$ cat src/rtl/dds_phase_acc_if.sv
// Control and status bundle between the DDS phase accumulator
// and the tuning / phase-locking logic that drives it.
interface dds_phase_acc_if #(
   parameter int ACC_W  = 32,
   parameter int ADDR_W = 10
);
   logic              en;
   logic [ACC_W-1:0]  freq_word;
   logic              freq_valid;
   logic              freq_ready;
   logic [ACC_W-1:0]  phase_offset;
   logic              offset_load;
   logic [ACC_W-1:0]  phase_out;
   logic [ADDR_W-1:0] lut_addr;
   logic              sync;
   logic              settled;

   modport master (
      output en, freq_word, freq_valid,
      output phase_offset, offset_load,
      input  freq_ready, phase_out, lut_addr,
      input  sync, settled
   );

   modport slave (
      input  en, freq_word, freq_valid,
      input  phase_offset, offset_load,
      output freq_ready, phase_out, lut_addr,
      output sync, settled
   );
endinterface

$ cat src/rtl/dds_phase_acc.sv
// DDS phase accumulator with phase-continuous retuning and a
// rate-limited phase-offset slewer feeding the sine LUT address.
module dds_phase_acc #(
   parameter int               ACC_W    = 32,
   parameter int               ADDR_W   = 10,
   parameter logic [ACC_W-1:0] DEF_FREQ = ACC_W'(1342177),
   parameter logic [ACC_W-1:0] MAX_STEP = ACC_W'(32'h0010_0000)
) (
   input logic            clk,
   input logic            rst_n,
   dds_phase_acc_if.slave io_bus
);
   typedef enum logic {S_IDLE, S_SLEW} state_t;

   localparam logic [ACC_W-1:0] MIN_NEG = {1'b1, {(ACC_W-1){1'b0}}};

   state_t           r_state;
   state_t           w_state_nxt;
   logic [ACC_W-1:0] r_acc;
   logic [ACC_W-1:0] r_freq_cur;
   logic [ACC_W-1:0] r_pend;
   logic             r_pend_valid;
   logic             r_wrap;
   logic [ACC_W-1:0] r_phase;
   logic             r_sync;
   logic [ACC_W-1:0] r_target;
   logic [ACC_W-1:0] r_off_app;

   logic [ACC_W:0]   w_sum;
   logic             w_carry;
   logic             w_apply;
   logic             w_accept;
   logic [ACC_W-1:0] w_diff;
   logic [ACC_W-1:0] w_mag;
   logic             w_neg;
   logic             w_close;
   logic [ACC_W-1:0] w_off_nxt;

   assign w_sum    = {1'b0, r_acc} + {1'b0, r_freq_cur};
   assign w_carry  = w_sum[ACC_W];
   assign w_apply  = io_bus.en && w_carry && r_pend_valid;
   assign w_accept = io_bus.freq_valid && !r_pend_valid;

   // A pending word only swaps in on a wrap, keeping phase continuous
   always_ff @(posedge clk) begin
      if (!rst_n) begin
         r_acc        <= '0;
         r_wrap       <= 1'b0;
         r_freq_cur   <= DEF_FREQ;
         r_pend       <= '0;
         r_pend_valid <= 1'b0;
         r_phase      <= '0;
         r_sync       <= 1'b0;
      end else begin
         if (io_bus.en) begin
            r_acc  <= w_sum[ACC_W-1:0];
            r_wrap <= w_carry;
         end else begin
            r_wrap <= 1'b0;
         end
         if (w_apply) begin
            r_freq_cur   <= r_pend;
            r_pend_valid <= 1'b0;
         end else if (w_accept) begin
            r_pend       <= io_bus.freq_word;
            r_pend_valid <= 1'b1;
         end
         r_phase <= r_acc + r_off_app;
         r_sync  <= r_wrap;
      end
   end

   // Half-circle distance counts as positive so the slew is deterministic
   assign w_diff  = r_target - r_off_app;
   assign w_neg   = w_diff[ACC_W-1] && (w_diff != MIN_NEG);
   assign w_mag   = w_neg ? ('0 - w_diff) : w_diff;
   assign w_close = (w_mag <= MAX_STEP);

   always_ff @(posedge clk) begin
      if (!rst_n) begin
         r_state <= S_IDLE;
      end else begin
         r_state <= w_state_nxt;
      end
   end

   always_comb begin
      w_state_nxt = r_state;
      unique case (r_state)
         S_IDLE: begin
            if (io_bus.offset_load &&
                io_bus.phase_offset != r_off_app)
               w_state_nxt = S_SLEW;
         end
         S_SLEW: begin
            if (!io_bus.offset_load && w_close)
               w_state_nxt = S_IDLE;
         end
      endcase
   end

   always_comb begin
      w_off_nxt = r_off_app;
      if (r_state == S_SLEW && !io_bus.offset_load) begin
         if (w_close)
            w_off_nxt = r_target;
         else if (w_neg)
            w_off_nxt = r_off_app - MAX_STEP;
         else
            w_off_nxt = r_off_app + MAX_STEP;
      end
   end

   always_ff @(posedge clk) begin
      if (!rst_n) begin
         r_target  <= '0;
         r_off_app <= '0;
      end else begin
         if (io_bus.offset_load)
            r_target <= io_bus.phase_offset;
         r_off_app <= w_off_nxt;
      end
   end

   always_comb begin
      io_bus.settled = (r_state == S_IDLE);
   end

   assign io_bus.freq_ready = !r_pend_valid;
   assign io_bus.phase_out  = r_phase;
   assign io_bus.lut_addr   = r_phase[ACC_W-1 -: ADDR_W];
   assign io_bus.sync       = r_sync;
endmodule

$ cat src/flat_wrapper.sv
// flat-port wrapper written by rule: the top's interface ports become plain ports
module dds_phase_acc_flat 
#(
   parameter int               ACC_W    = 32,
   parameter int               ADDR_W   = 10,
   parameter logic [ACC_W-1:0] DEF_FREQ = ACC_W'(1342177),
   parameter logic [ACC_W-1:0] MAX_STEP = ACC_W'(32'h0010_0000)
)
  (clk, rst_n, io_bus_en, io_bus_freq_word, io_bus_freq_valid, io_bus_phase_offset, io_bus_offset_load, io_bus_freq_ready, io_bus_phase_out, io_bus_lut_addr, io_bus_sync, io_bus_settled);
  dds_phase_acc_if #(.ACC_W(ACC_W), .ADDR_W(ADDR_W)) io_bus_i ();
  input logic clk;
  input logic rst_n;
  input wire logic [$bits(io_bus_i.en)-1:0] io_bus_en;
  input wire logic [$bits(io_bus_i.freq_word)-1:0] io_bus_freq_word;
  input wire logic [$bits(io_bus_i.freq_valid)-1:0] io_bus_freq_valid;
  input wire logic [$bits(io_bus_i.phase_offset)-1:0] io_bus_phase_offset;
  input wire logic [$bits(io_bus_i.offset_load)-1:0] io_bus_offset_load;
  output wire logic [$bits(io_bus_i.freq_ready)-1:0] io_bus_freq_ready;
  output wire logic [$bits(io_bus_i.phase_out)-1:0] io_bus_phase_out;
  output wire logic [$bits(io_bus_i.lut_addr)-1:0] io_bus_lut_addr;
  output wire logic [$bits(io_bus_i.sync)-1:0] io_bus_sync;
  output wire logic [$bits(io_bus_i.settled)-1:0] io_bus_settled;
  assign io_bus_i.en = io_bus_en;
  assign io_bus_i.freq_word = io_bus_freq_word;
  assign io_bus_i.freq_valid = io_bus_freq_valid;
  assign io_bus_i.phase_offset = io_bus_phase_offset;
  assign io_bus_i.offset_load = io_bus_offset_load;
  assign io_bus_freq_ready = io_bus_i.freq_ready;
  assign io_bus_phase_out = io_bus_i.phase_out;
  assign io_bus_lut_addr = io_bus_i.lut_addr;
  assign io_bus_sync = io_bus_i.sync;
  assign io_bus_settled = io_bus_i.settled;
  dds_phase_acc #(.ACC_W(ACC_W), .ADDR_W(ADDR_W), .DEF_FREQ(DEF_FREQ), .MAX_STEP(MAX_STEP)) u_core (.clk(clk), .rst_n(rst_n), .io_bus(io_bus_i));
endmodule
$ cat config.mk
export PLATFORM = sky130hd
export DESIGN_NAME = dds_phase_acc_flat
export DESIGN_NICKNAME = d
export VERILOG_FILES = /design/src/rtl/dds_phase_acc_if.sv /design/src/rtl/dds_phase_acc.sv /design/src/flat_wrapper.sv
export SDC_FILE = /design/constraint.sdc
export NUM_CORES = 1
export LEC_CHECK = 0
export CAP_MARGIN = 20
export CELL_PAD_IN_SITES_DETAIL_PLACEMENT = 1
export CELL_PAD_IN_SITES_GLOBAL_PLACEMENT = 1
export CORE_MARGIN = 2
export CORE_UTILIZATION = 35
export CTS_BUF_LIST = sky130_fd_sc_hd__clkbuf_2 sky130_fd_sc_hd__clkbuf_4 sky130_fd_sc_hd__clkbuf_8
export DETAILED_ROUTE_END_ITERATION = 16
export PLACE_DENSITY = 0.78
export SYNTH_ARGS = -nofsm -noshare
export SYNTH_HDL_FRONTEND = slang
export SYNTH_SLANG_ARGS = --single-unit
$ cat constraint.sdc
create_clock -name clk -period 7.93 [get_ports clk]
set_input_delay 1.586 -clock clk [delete_from_list [all_inputs] [get_ports clk]]
set_output_delay 1.586 -clock clk [all_outputs]
set_load 0.1 [all_outputs]
* Word-level counts from Yosys, hierarchy flattened
Index checks and enable logic that the tools add are counted.
** Cells by class
- Reductions and logical operators :: 12
- Multiplexer cells :: 6
- Order comparisons :: 1
- Add/subtract/negate cells :: 6
- Eq/ne operators :: 2
- Bitwise logic cells :: 3
** Operators with widths (count)
- 32-bit 2-to-1 mux :: 3
- 32-bit by 32-bit adder with 33-bit output :: 1
- 32-bit by 21-bit adder with 32-bit output (second input constant) :: 1
- 32-bit adder :: 1
- 32-bit by 21-bit less-or-equal comparator with 1-bit output (second input constant) :: 1
- 32-bit inequality test :: 1
- 32-bit inequality test (second input constant) :: 1
- 1-bit by 32-bit subtractor with 32-bit output (first input constant) :: 1
- 32-bit by 21-bit subtractor with 32-bit output (second input constant) :: 1
- 32-bit subtractor :: 1
- 1-bit logical AND :: 7
- 2-bit AND reduction :: 2
- 1-bit inverter :: 3
- 1-bit zero test :: 2
- 1-bit 2-to-1 mux :: 2
- 1-bit one-hot mux with 2 select lines :: 1
- 2-bit OR reduction :: 1
** Storage, ports and cells
- Logic and storage cells :: 40
- Register bits :: 196

* Logic depth before layout (Yosys ltp)
Gate-level depths: netlist of the first run.
- Word-level depth :: 8
- Gate-level depth with buffers :: 30

* Least setup slack after synthesis of the first run
No wires, ideal clock.
- Path type :: register -> register
- Start :: register u_core.r_target[0]
- End :: register u_core.r_off_app[31]
- Data arrival time :: 5674 ps
- Buffers on the path :: 1
- Library setup time :: 83 ps
- Path slack :: 2173 ps
- Clock period less this slack :: 5757 ps
- Cell stages (with the launch flop) :: 31
- Cell sequence :: dfxtp_1 > inv_1 > ha_1 > fa_1 > nand2b_1 > a211oi_2 > a21o_1 > o211ai_1 > o21a_1 > buf_6 > o211a_1 > a211oi_2 > and4b_1 > nand3_1 > o21ai_0 > inv_1 > ha_1 > a21o_1 > a21oi_1 > o21bai_1 > a21oi_1 > o21bai_1 > a21oi_1 > o21bai_1 > a21oi_1 > o21bai_1 > a21oi_1 > xor2_1 > nor4b_1 > o21ai_0 > o221ai_1
** Between the ends
- Word-level cells in the longest chain between the ends :: 6
- Elaborated cells on any way between the ends :: 8
** Ends and longest elaborated chain
- from (decl) :: line dds_phase_acc.sv:26 : logic [ACC_W-1:0] r_target;
- from (signal assigned) :: line dds_phase_acc.sv:120 : r_target <= io_bus.phase_offset;
- 32-bit subtractor * :: line dds_phase_acc.sv:74 : assign w_diff = r_target - r_off_app;
- branches (longest 4 deep; another with 1-bit by 32-bit subtractor with 32-bit output)
- 32-bit 2-to-1 mux * :: line dds_phase_acc.sv:105 : if (w_close)
- to (signal assigned) :: line dds_phase_acc.sv:121 : r_off_app <= w_off_nxt;
- to (decl) :: line dds_phase_acc.sv:27 : logic [ACC_W-1:0] r_off_app;
Every way passes the cells marked *.
A chain may end at the register's enable or synchronous reset.

* Worst setup path in the final report of the first run
Ends and elaborated chain as after synthesis.

==> results.md, run 1 <==
- Post-Syn Area: about 0.013 mm2
- Final setup vio count: 0
- Detailed placer's ending HPWL: 29.9 mm
- Cells after synthesis: 1,604
- Synth Flop Type: dfxtp_1
- Post-synth EDFFs: 0
- Initial Utilization: about 36%
- Clk_lat worst skew: ~500 ps
- Sink Count: between 150 and 200
- Seq/Total Area, Yosys: between 30 and 40%
- Post-CTS Setup Bufs: 0
- Hold Vio Cnt, Final: 0
- Fin crit period: 6810 ps
- Share of cells above drive strength 1: about 4.3%
- I/O Pins: roughly 110
- CTS tree: built
- Die Wd: 195 um
- DRT Pass-1 Iters: 7
- CTS-repair resized insts: 0
- Finished layout cell area: between 0.01 and 0.015 mm2
- Crit path depth: 30
- Largest net degree at the start of global routing: between 80 and 90
- CTS buffer count: 17
- Slowest stage cell, crit path: fa_1
- R2r worst-path depth: 30
- WP data arrival: around 7200 ps
- Top cells by area, synth: dfxtp_1 31%, ha_1 10%, mux2i_1 5.7%
- Fin worst setup slack: between 1000 and 1500 ps
- Synth top area share: 30.8%
- # DRC: 0
- Critical Path Most Common Cell: a21oi_1
- Syn nets: roughly 1,800
- IO Port Bufs: approximately 110
- H-tree levels: 4
- Clock root buffer: clkbuf_8
- Total gr overflow: 0
- Global-route wire length before repair: approximately 62 mm
- Via count: 11,600
- Detailed Route Iter0 Violations: ~500
- Num rows: 69
- Run status: finished clean
- Setup tns final: 0 ps
- Syn Area/Cell: 7.94 um2
- Required time worst endpoint: 8350 ps
- Core area: 0.0357 mm2
- Die Footprint: around 0.038 mm2
- WHS Path Cells: 1
- Worst VDD drop: around 92 uV
- CTS hold repair buffers: 0
- Placed cell areas: 0.0142 mm2
- Static leakage: 6.01 nW
- Power Density: between 150 and 200 mW/mm2
- Maximum buffer depth of the clock tree: 2
- Vias per cell: around 5.4
- Pins Over Slew Limit: 0
- Unique masters post-synth: about 70
- Fin crit share: 85.9%
- Path type of the worst setup path: flop to flop
- Diodes inserted: 0
- Slew margin rel.: a little under a third
- Total global-route track usage: about 20%
- Post-synth top area cell: dfxtp_1
- Post-route ant nets: 0
- Ys async rst share: 0%
- Yosys warnings: 0
- Startpoint types: flop
- Cell family contributing the most delay on the critical path: compound AO/OA/AOI/OAI gates
- Routed WL: around 38 mm
- Worst Skew: around 17 ps
- Routed len/inst: about 18 um
- Clock-pin slew on the worst setup and hold paths: around 100 ps
- GP Congestion: 0.889
- Worst hold path class: flop to flop
- Fmax: between 100 and 150 MHz
- RSZ-0062 raised after global routing: no
- Initial antenna violation count: 0
- #FFs+latches synth: between 150 and 200
- Vias in the first global route: ~12,000
- Worst Max-Slew Pin Slew: between 1000 and 1500 ps
- Pre-CTS setup slack: ~1300 ps
- Nets: 1,848
- Worst path max stage delay: ~420 ps
- Buf/Inv on CP: 3
- Die Y-Extent: between 150 and 200 um
- Max-cap violations: 0
- CP max FO: 12
- Area Growth Syn to Fin: 14.2%
- Endpoint type of the worst setup path: flop
[layout make-up]
type / count / area (um2)
sequential: 196 / 3920
timing repair buffer: 123 / 1190
multi-input combinational: 1262 / 8210
clock buffer: 19 / 255
fill: 4428 / 21200
tap: 461 / 577
inverter: 70 / 265
clock inverter: 13 / 124
[worst register-to-register path: cells and delay by family (launching register included)]
kind | cells | cell delay, ps
XOR/XNOR | 1 | 200
buffers and inverters | 3 | 440
AND/OR/NAND/NOR | 6 | 1720
adder cells (fa/ha/maj) | 3 | 990
flip-flops | 1 | 370
AO/OA/AOI/OAI | 17 | 3060
[metrics by stage]
stage | utilization [%] | power [mW] | instances | hold WS [ps]
floorplan | - | 1.94 | 1604 | 412
global placement | 39.6 | 2.20 | 2111 | 422
detailed placement | 39.6 | 2.23 | 2111 | 425
CTS | 40.7 | 2.88 | 2143 | 449
global route | 40.7 | 3.03 | 2144 | 479
finish | 40.7 | 2.87 | 2144 | 445
[placed cells by master (no fill, tap or decap), types with 70 or more instances in the layout]
cell,synthesis,final
dfxtp_1,196,196
nor2_1,171,170
nand2_1,170,170
a21oi_1,143,143
clkdlybuf4s50_1,0,110
ha_1,105,105
o21ai_0,84,84
mux2i_1,72,72
xnor2_1,70,70
[where the power goes]
| group | total, mW | leakage [nW] | internal, mW | switching [mW] |
|---|---|---|---|---|
| sequential | 1.09 | 1.60 | 1.04 | 0.0568 |
| combinational | 1.13 | 4.22 | 0.417 | 0.713 |
| clock | 0.644 | 0.192 | 0.265 | 0.380 |
| total | 2.87 | 6.01 | 1.72 | 1.15 |
[layer usage]
layer | global-route usage (%) | up-vias | routed length, um
met2 | 34.3 | 161 | 18000
met1 | 26.7 | 5641 | 18800
li1 | - | 5804 | -
met4 | 5.26 | 0 | 546
met5 | 0 | - | 0
met3 | 1.98 | 28 | 793
[flip-flops by register name, indices dropped and copies added (netlist names)]
name	flops
u_core.r_target	32
u_core.r_freq_cur	32
u_core.r_pend_valid	1
u_core.io_bus.sync	1
u_core.r_wrap	1
u_core.r_pend	32
u_core.r_acc	32
u_core.io_bus.phase_out	32
u_core.r_off_app	32
u_core.r_state	1
[worst paths after layout]
| path | startpoint | endpoint | slack [ps] |
|---|---|---|---|
| min reg2reg | u_core.r_wrap | u_core.io_bus.sync | 450 |
| max | u_core.r_target[0] | u_core.r_off_app[31] | 1120 |
| min | u_core.r_wrap | u_core.io_bus.sync | 450 |
| max reg2reg | u_core.r_target[0] | u_core.r_off_app[31] | 1120 |
[Yosys cell counts, drive strengths merged (5+ instances only)]
library cell  count
o21a             14
ha              105
inv              70
a211oi           17
nor3             22
nand3            69
a21o             33
nor2            171
nor2b            17
and2             11
mux2i            72
o21ai           113
or2               9
and3             11
a31oi            17
buf              26
nand4            19
nand2           171
a21oi           143
nor4             11
or3              12
a22oi             7
o211a             8
clkbuf           50
nand2b           18
o211ai           18
xor2             29
dfxtp           196
nor4b             5
o21bai           11
xnor2            70
[cell families after synthesis]
| logic type | count (synthesis) | share of synthesized area, % |
|---|---|---|
| XOR/XNOR | 99 | 6.81 |
| adder cells (fa/ha/maj) | 109 | 10.9 |
| AO/OA/AOI/OAI | 422 | 20.6 |
| multiplexers | 72 | 5.66 |
| flip-flops | 196 | 30.8 |
| AND/OR/NAND/NOR | 560 | 20.4 |
| buffers and inverters | 146 | 4.84 |
No activity file was read; power rests on OpenSTA's default activity.
==> run 2, diff against run 1 <==
CORE_UTILIZATION = 45   (was 35)
CTS_CLUSTER_SIZE = 40   (was default)
PLACE_DENSITY = 0.94   (was 0.78)
==> results.md, run 2 (same netlist as run 1, synthesis figures left out) <==
- Fin crit period: 7340 ps (+524 ps)
- Critical Path Most Common Cell: a21oi_1
- Slowest stage cell, crit path: o21ai_0
- Largest net degree at the start of global routing: 82 (unchanged)
- Die Wd: 172 um (-12%)
- Worst hold path class: flop to flop
- Maximum buffer depth of the clock tree: 2 (unchanged)
- RSZ-0062 raised after global routing: no
- Worst r2r src: u_core.r_target[0]
- Num rows: 61 (-12%)
- Post-CTS Setup Bufs: 0 (unchanged)
- Run status: finished clean
- Die Y-Extent: 172 um (-12%)
- WP data arrival: 7700 ps (+470 ps)
- Share of cells above drive strength 1: 4.11% (-0.17 points)
- Final setup vio count: 0 (unchanged)
- CP max FO: 12 (unchanged)
- Fin worst setup slack: 591 ps (-524 ps)
- M1 WL: 18.0 mm (-4.4%)
- Fin crit share: 92.5% (+6.6 points)
- Diodes inserted: 0 (unchanged)
- Clk_lat worst skew: 510 ps (about the same)
- Hold_sp: u_core.r_wrap
- Final hold slack: 459 ps (+14.1 ps)
- R2R Setup Slk: 590 ps (-520 ps)
- Routed WL: 41.0 mm (+7.6%)
- DRT Pass-1 Iters: 6 (-1)
- Finished layout cell area: 0.0145 mm2 (-0.66%)
- Worst Skew: 17.5 ps (+0.686 ps)
- Required time worst endpoint: 8290 ps (-60 ps)
- Area Growth Syn to Fin: 13.5%
- Slew margin rel.: 31.1% (-0.80 points)
- I/O Pins: 114 (unchanged)
- Total gr overflow: 0 (unchanged)
- Vias per cell: 5.92 (+9.1%)
- Via count: 12,200 (+4.8%)
- IO Port Bufs: 113 (unchanged)
- # DRC: 0 (unchanged)
- Met3 Wirelength: 1.48 mm (+87%)
- Global-route wire length before repair: 66.4 mm (+7.7%)
- Nets: 1,845 (-0.16%)
- Utilization after layout: 51.9% (+11 points)
- Total global-route track usage: 28.3% (+8.3 points)
- Detailed Route Iter0 Violations: 850 (+70%)
- Fill cells: 3,429 (-23%)
- Endpoint type of the worst setup path: flop
- Sink Count: 196 (unchanged)
- Static leakage: 6.01 nW (about the same)
- Max layer used: met4
- Worst Max-Slew Pin Slew: 1030 ps (+14.4 ps)
- Core area: 0.0279 mm2 (-22%)
- CTS tree: built
- Fmax: 136 MHz (-7.1%)
- Pre-CTS setup slack: 855 ps (-407 ps)
- CTS hold repair buffers: 0 (unchanged)
- Vias in the first global route: 12,800 (+7.6%)
- Max-cap violations: 0 (unchanged)
- Pwr Total: 2.94 mW (+2.3%)
- Die Footprint: 0.0297 mm2 (-22%)
- Initial antenna violation count: 0 (unchanged)
- Detailed placer's ending HPWL: 30.0 mm (+0.49%)
- Power Density: 203 mW/mm2 (+3.0%)
- Worst VDD drop: 116 uV (+27%)
- Initial Utilization: 45.7% (+10 points)
- Setup tns final: 0 ps (unchanged)
- Startpoint types: flop
- Path type of the worst setup path: flop to flop
- Post-route ant nets: 0 (unchanged)
- Hold Vio Cnt, Final: 0 (unchanged)
- GP Congestion: 0.919 (+3.4%)
- Clock root buffer: clkbuf_8
- Worst path max stage delay: 550 ps (+130 ps)
- CTS buffer count: 17 (unchanged)
- Crit path from: u_core.r_target[0]
- Most frequent cells in the layout: 196 x dfxtp_1, 170 x nor2_1, 170 x nand2_1
- Post-Layout Cell Count: 2,058 (-4.0%)
- Placed cell areas: 0.0140 mm2 (-0.89%)
- Commonest non-fill, non-tap cell in the layout: dfxtp_1
- CTS-repair resized insts: 0 (unchanged)
- Placed Cells: 2,025 (-4.1%)
- H-tree levels: 4 (unchanged)
- Pins Over Slew Limit: 0 (unchanged)
- Met2 wire length: 19.9 mm (+11%)
- Clock-pin slew on the worst setup and hold paths: 110 ps (about the same)
- Routed len/inst: 19.9 um (+12%)
-- run 2: where the power goes --
part | internal [mW] | switching, mW
Combinational | 0.413 | 0.731
Sequential | 1.04 | 0.0607
Clock | 0.293 | 0.400
-- run 2: critical path, delay by kind of cell (launching register included) --
family,cells,cell delay (ps)
AO/OA/AOI/OAI,17,3580
AND/OR/NAND/NOR,6,1640
adder cells (fa/ha/maj),3,1010
buffers and inverters,2,480
flip-flops,1,390
XOR/XNOR,1,100
-- run 2: routing by layer --
| metal | vias up | track usage [%] |
|---|---|---|
| met5 | - | 0 |
| met4 | 0 | 12.9 |
| met3 | 112 | 3.20 |
| met2 | 351 | 49.9 |
| met1 | 5908 | 34.5 |
| li1 | 5818 | - |
-- run 2: cell type report --
cell class / count / area (um2) / area share, %
multi-input combinational: 1262 / 8210 / 56.8
sequential: 196 / 3920 / 27.1
timing repair buffer: 120 / 1180 / 8.14
tap: 378 / 473 / 3.27
inverter: 70 / 265 / 1.84
clock buffer: 18 / 241 / 1.67
clock inverter: 14 / 164 / 1.13
-- run 2: path summary, 6_finish.rpt --
check,endpoint,depth (start not counted)
hold / removal,u_core.io_bus.sync,1
setup / recovery,u_core.r_off_app[31],29
hold reg to reg,u_core.io_bus.sync,1
setup reg to reg,u_core.r_off_app[31],29
